## src/rtl/morse_pkg.sv

```systemverilog
// Shared types and thresholds for the Morse receive path.
package morse_pkg;

  typedef enum logic [1:0] {
    IDLE,
    MARK,
    SPACE
  } state_t;

  localparam int unsigned DOT_MAX    = 2;
  localparam int unsigned LETTER_GAP = 2;
  localparam int unsigned WORD_GAP   = 6;

  localparam int unsigned MARK_W  = 3;
  localparam int unsigned SPACE_W = 4;

  localparam logic DOT  = 1'b0;
  localparam logic DASH = 1'b1;

  function automatic logic element_of(input logic [MARK_W-1:0] cnt);
    return (cnt > MARK_W'(DOT_MAX)) ? DASH : DOT;
  endfunction

endpackage

```

## src/rtl/unit_sampler.sv

```systemverilog
// Synchronizes the blink line, detects edges and strobes once per unit at mid-unit.
module unit_sampler #(
  parameter int unsigned TICK_RATE = 2500000
) (
  input  logic clk,
  input  logic rst,
  input  logic rx,
  output logic rise,
  output logic fall,
  output logic level,
  output logic strobe
);

  localparam int unsigned TW = $clog2(TICK_RATE);
  localparam logic [TW-1:0] TICK_LAST = TW'(TICK_RATE - 1);
  localparam logic [TW-1:0] TICK_MID  = TW'(TICK_RATE / 2);

  logic          sync0;
  logic          sync1;
  logic          prev;
  logic          edge_seen;
  logic [TW-1:0] tick;

  always_ff @(posedge clk) begin
    if (rst) begin
      sync0 <= 1'b0;
      sync1 <= 1'b0;
      prev  <= 1'b0;
      tick  <= '0;
    end else begin
      sync0 <= rx;
      sync1 <= sync0;
      prev  <= sync1;
      // Every edge re-aligns the unit phase so sender clock drift never accumulates.
      if (edge_seen || tick == TICK_LAST) tick <= '0;
      else                                tick <= tick + 1'b1;
    end
  end

  always_comb begin
    level     = sync1;
    rise      = sync1 & ~prev;
    fall      = ~sync1 & prev;
    edge_seen = rise | fall;
    strobe    = (tick == TICK_MID) && !edge_seen;
  end

endmodule

```

## src/rtl/morse_receiver.sv

```systemverilog
// Morse decoder: classifies mark/space runs into letters and word gaps, one symbol per handshake.
module morse_receiver
  import morse_pkg::*;
#(
  parameter int unsigned TICK_RATE    = 2500000,
  parameter int unsigned MAX_ELEMENTS = 6
) (
  input  logic                                  CLK,
  input  logic                                  RST,
  input  logic                                  RX,
  output logic                                  sym_valid,
  input  logic                                  sym_ready,
  output logic [$clog2(MAX_ELEMENTS+1)-1:0]     sym_len,
  output logic [MAX_ELEMENTS-1:0]               sym_bits,
  output logic                                  sym_word_end,
  output logic                                  sym_error,
  output logic                                  overrun,
  output logic                                  busy
);

  localparam int unsigned LW = $clog2(MAX_ELEMENTS + 1);

  logic rise;
  logic fall;
  logic level;
  logic strobe;

  unit_sampler #(
    .TICK_RATE(TICK_RATE)
  ) u_sampler (
    .clk   (CLK),
    .rst   (RST),
    .rx    (RX),
    .rise  (rise),
    .fall  (fall),
    .level (level),
    .strobe(strobe)
  );

  state_t               state;
  state_t               prior;
  logic [MARK_W-1:0]    mark_cnt;
  logic [SPACE_W-1:0]   space_cnt;
  logic [SPACE_W-1:0]   space_next;
  logic [LW-1:0]        acc_len;
  logic [MAX_ELEMENTS-1:0] acc_bits;
  logic                 acc_err;

  logic                 emit_letter;
  logic                 emit_word;
  logic                 emit;
  logic [LW-1:0]        e_len;
  logic [MAX_ELEMENTS-1:0] e_bits;
  logic                 e_word;
  logic                 e_err;

  always_comb begin
    space_next  = (space_cnt == '1) ? space_cnt : space_cnt + 1'b1;
    emit_letter = (state == SPACE) && !rise && strobe && (space_next == SPACE_W'(LETTER_GAP));
    emit_word   = (state == SPACE) && !rise && strobe && (space_next == SPACE_W'(WORD_GAP));
    emit        = emit_letter | emit_word;
    e_len       = emit_word ? '0 : acc_len;
    e_bits      = emit_word ? '0 : acc_bits;
    e_word      = emit_word;
    e_err       = emit_word ? 1'b0 : acc_err;
    busy        = (state != IDLE);
  end

  always_ff @(posedge CLK) begin
    if (RST) begin
      state     <= IDLE;
      prior     <= IDLE;
      mark_cnt  <= '0;
      space_cnt <= '0;
      acc_len   <= '0;
      acc_bits  <= '0;
      acc_err   <= 1'b0;
    end else begin
      case (state)
        IDLE: begin
          if (rise) begin
            state    <= MARK;
            prior    <= IDLE;
            mark_cnt <= '0;
          end
        end
        MARK: begin
          if (fall) begin
            // A mark shorter than one strobe is noise: resume exactly where we were.
            if (mark_cnt == '0) begin
              state <= prior;
            end else begin
              if (acc_len == LW'(MAX_ELEMENTS)) begin
                acc_err <= 1'b1;
              end else begin
                acc_bits[acc_len] <= element_of(mark_cnt);
                acc_len           <= acc_len + 1'b1;
              end
              state     <= SPACE;
              space_cnt <= '0;
            end
          end else if (strobe && level && mark_cnt != '1) begin
            mark_cnt <= mark_cnt + 1'b1;
          end
        end
        SPACE: begin
          if (rise) begin
            state    <= MARK;
            prior    <= SPACE;
            mark_cnt <= '0;
          end else if (strobe) begin
            space_cnt <= space_next;
            if (emit_letter) begin
              acc_len  <= '0;
              acc_bits <= '0;
              acc_err  <= 1'b0;
            end
            if (emit_word) begin
              state     <= IDLE;
              space_cnt <= '0;
            end
          end
        end
        default: state <= IDLE;
      endcase
    end
  end

  always_ff @(posedge CLK) begin
    if (RST) begin
      sym_valid    <= 1'b0;
      sym_len      <= '0;
      sym_bits     <= '0;
      sym_word_end <= 1'b0;
      sym_error    <= 1'b0;
      overrun      <= 1'b0;
    end else begin
      overrun <= 1'b0;
      if (emit) begin
        if (!sym_valid || sym_ready) begin
          sym_valid    <= 1'b1;
          sym_len      <= e_len;
          sym_bits     <= e_bits;
          sym_word_end <= e_word;
          sym_error    <= e_err;
        end else begin
          overrun <= 1'b1;
        end
      end else if (sym_ready) begin
        sym_valid <= 1'b0;
      end
    end
  end

endmodule

```

## config.mk

```make
export PLATFORM = sky130hd
export DESIGN_NAME = morse_receiver
export DESIGN_NICKNAME = d
export VERILOG_FILES = /design/src/rtl/morse_pkg.sv /design/src/rtl/unit_sampler.sv /design/src/rtl/morse_receiver.sv
export SDC_FILE = /design/constraint.sdc
export NUM_CORES = 1
export LEC_CHECK = 0
export ABC_AREA = 1
export CORE_MARGIN = 2
export CORE_UTILIZATION = 38
export CTS_CLUSTER_DIAMETER = 40
export DETAILED_ROUTE_END_ITERATION = 7
export DONT_BUFFER_PORTS = 1
export GPL_TIMING_DRIVEN = 0
export PLACE_DENSITY = 0.53
export SKIP_LAST_GASP = 1
export SLEW_MARGIN = 20
export SYNTH_ARGS = -nofsm -noshare
export SYNTH_HDL_FRONTEND = slang
export SYNTH_HIERARCHICAL = 1
export SYNTH_SLANG_ARGS = --single-unit
```

## constraint.sdc

```tcl
create_clock -name CLK -period 5 [get_ports CLK]
set_input_delay 0.75 -clock CLK [delete_from_list [all_inputs] [get_ports CLK]]
set_output_delay 0.75 -clock CLK [all_outputs]
set_load 0.03 [all_outputs]
```

==> results.sh <==
export IMPL_run_status="finished clean"
export IMPL_ctsHtreeMaxLevel=3
export IMPL_clock_skew_ns=0.0104
export IMPL_rows=33
export IMPL_synthArstFlopShare_pct=0
export IMPL_globalRoute_totalOverflow=0
export IMPL_tmin_final_ns=2.45
export IMPL_design_final_nets=489
export IMPL_drt_total_wl_um=6890
export IMPL_final_common_cell="nand2_1"
export IMPL_ys_dominant_reg_cell="dfxtp_1"
export IMPL_core_region_um2=8180
export IMPL_vdd_ir_drop_max_mv=0.133
export IMPL_max_slew_worst_pin_slew_ns=0.576
export IMPL_drt_vias_per_instance=4.72
export IMPL_grtUsageTotal_pct=16.8
export IMPL_leakagePower_nw=1.39
export IMPL_inserted_clock_buffers=9
export IMPL_grt_first_pass_wirelength_um=11800
export IMPL_port_buffer_count=0
export IMPL_final_layout_size_suffix_gt1_share_pct=14.2
export IMPL_postSynthNetCount=478
export IMPL_ant_nets=0
export IMPL_finalWeightedCongestion=0.862
export IMPL_drt_wirelength_per_cell_um=11.8
export IMPL_number_of_i_o_pins=18
export IMPL_clock_transition_at_the_registers_of_the_reported_paths_ns=0.07
export IMPL_cp_max_fo=10
export IMPL_insertion_delay_ns=0.34
export IMPL_path_class="flop to flop"
export IMPL_dp_hpwl_um=5140
export IMPL_numPlacedInstances=568
export IMPL_total_power_per_unit_cell_area_nw_per_um2=282
export IMPL_mapped_cells=463
export IMPL_buffer_levels_on_the_longest_clock_path=2
export IMPL_area_growth_synth_to_final_pct=11.3
export IMPL_die_w_um=95.5
export IMPL_fp_dieH_um=95.5
export IMPL_n_antenna_cell=0
export IMPL_timing_critical_path_arrival_ns=2.72
export IMPL_dr_total_vias=2757
export IMPL_tritoncts="done"
export IMPL_post_cts_hold_buffer_count=0
export IMPL_ys_ff_latch=58
export IMPL_clock_sink_count=58
export IMPL_cp_data_required_time_ns=5.27
export IMPL_initial_cell_density_of_the_core_pct=38.9
export IMPL_synth_sequential_area_ratio_pct=36.5
export IMPL_ys_warnings_count=6
export IMPL_worst_hold_path_type="flop to flop"
export IMPL_rsz0062_at_grt="no"
export IMPL_cts_root_buffer_cell="clkbuf_8"
export IMPL_maxCapViolCount=0
export IMPL_final_max_slew_viol_count=0
export IMPL_drt_pass1_iter_count=4
export IMPL_die_area_um2=9120
export IMPL_max_slew_margin_rel_pct=61.6
export IMPL_remaining_drc_errors=0
export IMPL_finalNonFillerCells=584
export IMPL_finalCritPeriodShare_pct=49.1
export IMPL_post_cts_buffers=0
export IMPL_grt_pass1_vias=2606
export IMPL_synth_avg_cell_area_um2=6.87
export IMPL_final_cell_mix="nand2_1, nor2_1, dfxtp_1"
export IMPL_hold_viol_final=0
export IMPL_final_setup_tns_ns=0
export IMPL_grt_start_max_net_pins=12
export IMPL_setup_viol=0
export IMPL_ctsResizeCount=0
export IMPL_detailedRoute_firstIterationViolations=66
export IMPL_critical_path_startpoint_type="flop"
export IMPL_synth_cell_area_um2=3180
export IMPL_fmax_mhz=407
export IMPL_synthDistinctLibCells=36
export IMPL_initial_antenna_violation_count=0
export IMPL_critical_path_endpoint_type="flop"
export IMPL_number_of_flops_mapped_to_enable_cells_by_yosys=0
export IMPL_final_fill_count=883
metrics by stage:
stage	worst slack (ns)	power [mW]	util, %	cell area, um2	hold slack, ns
after floorplan	2.90	0.501	-	3180	0.388
after global placement	2.48	0.509	40.5	3310	0.395
after detailed placement	2.51	0.510	40.5	3310	0.400
after CTS	2.50	1.02	43.3	3540	0.411
after global routing	2.30	1.04	43.3	3540	0.430
final	2.55	1.00	43.3	3540	0.405
state kept, by name, summed over array words and instances (netlist names), 2 cells and up:
name / flops
sym_len: 3
state: 2
mark_cnt: 3
space_cnt: 4
acc_len: 3
acc_bits: 6
sym_bits: 6
u_sampler/tick: 22
layout make-up:
type / instances / area (um2) / area share (%)
clock buffer: 10 / 138 / 3.89
buffer: 10 / 65.1 / 1.84
inverter: 61 / 231 / 6.54
tap: 105 / 131 / 3.71
sequential: 58 / 1160 / 32.8
multi-input combinational: 334 / 1720 / 48.7
clock inverter: 6 / 90.1 / 2.55
synthesized netlist by cell type (5+ instances only):
library cell  count  area share, %
ha_1             11            4.3
nand3_1          35            5.5
inv_2             8           0.94
nor3_1            6           0.94
nor2_2            6            1.2
xnor2_1           5            1.4
nor2_1           72            8.5
nand4_1          11            2.2
nor2_4            5            1.8
dfxtp_1          58             37
a21oi_1          32            5.0
nand2_2          11            2.2
o21ai_0           5           0.79
inv_1            51            6.0
xor2_1            5            1.4
or2_2             6            1.2
nand2_1         103             12
routing by layer:
metal	global-route usage [%]	up-vias	share of wire (%)
li1	-	1487	-
met1	19.7	1227	47
met2	29.3	32	49
met3	2.85	11	3.0
met4	8.57	0	1.8
met5	0	-	0
cells by family (layout without fill, tap and decap cells):
kind of cell    Yosys count  count (layout)  synth area share (%)
buf+inv                  71              87                  9.32
simple gates            268             268                  39.7
flops                    58              58                  36.5
compound gates           45              45                  7.43
fa+ha+maj                11              11                  4.33
xor+xnor                 10              10                  2.75
power breakdown:
part,internal (mW),switching [mW]
Sequential,0.466,0.00306
Clock,0.295,0.206
Combinational,0.00903,0.0212
Total,0.769,0.230
worst max-delay path, cell delays in order (launching register included):
cell     delay, ns
dfxtp_1       0.35
inv_1         0.07
ha_1          0.29
nand4_1       0.10
nor4_1        0.18
nand2_1       0.08
nor2_1        0.20
nand2_1       0.17
nor2_8        0.15
inv_2         0.07
nand2_4       0.09
inv_4         0.06
nor2_4        0.16
buf_6         0.16
nand4_1       0.09
a21oi_1       0.18
final timing paths:
kind	slack, ns	cells after the start	endpoint	from
worst min-delay path	0.40	2	u_sampler/level	u_sampler/sync0
worst max register to register	2.55	15	acc_bits[1]	u_sampler/level
worst min register to register	0.40	2	u_sampler/level	u_sampler/sync0
worst max-delay path	2.55	15	acc_bits[1]	u_sampler/level
No activity file was read; power rests on OpenSTA's default activity.
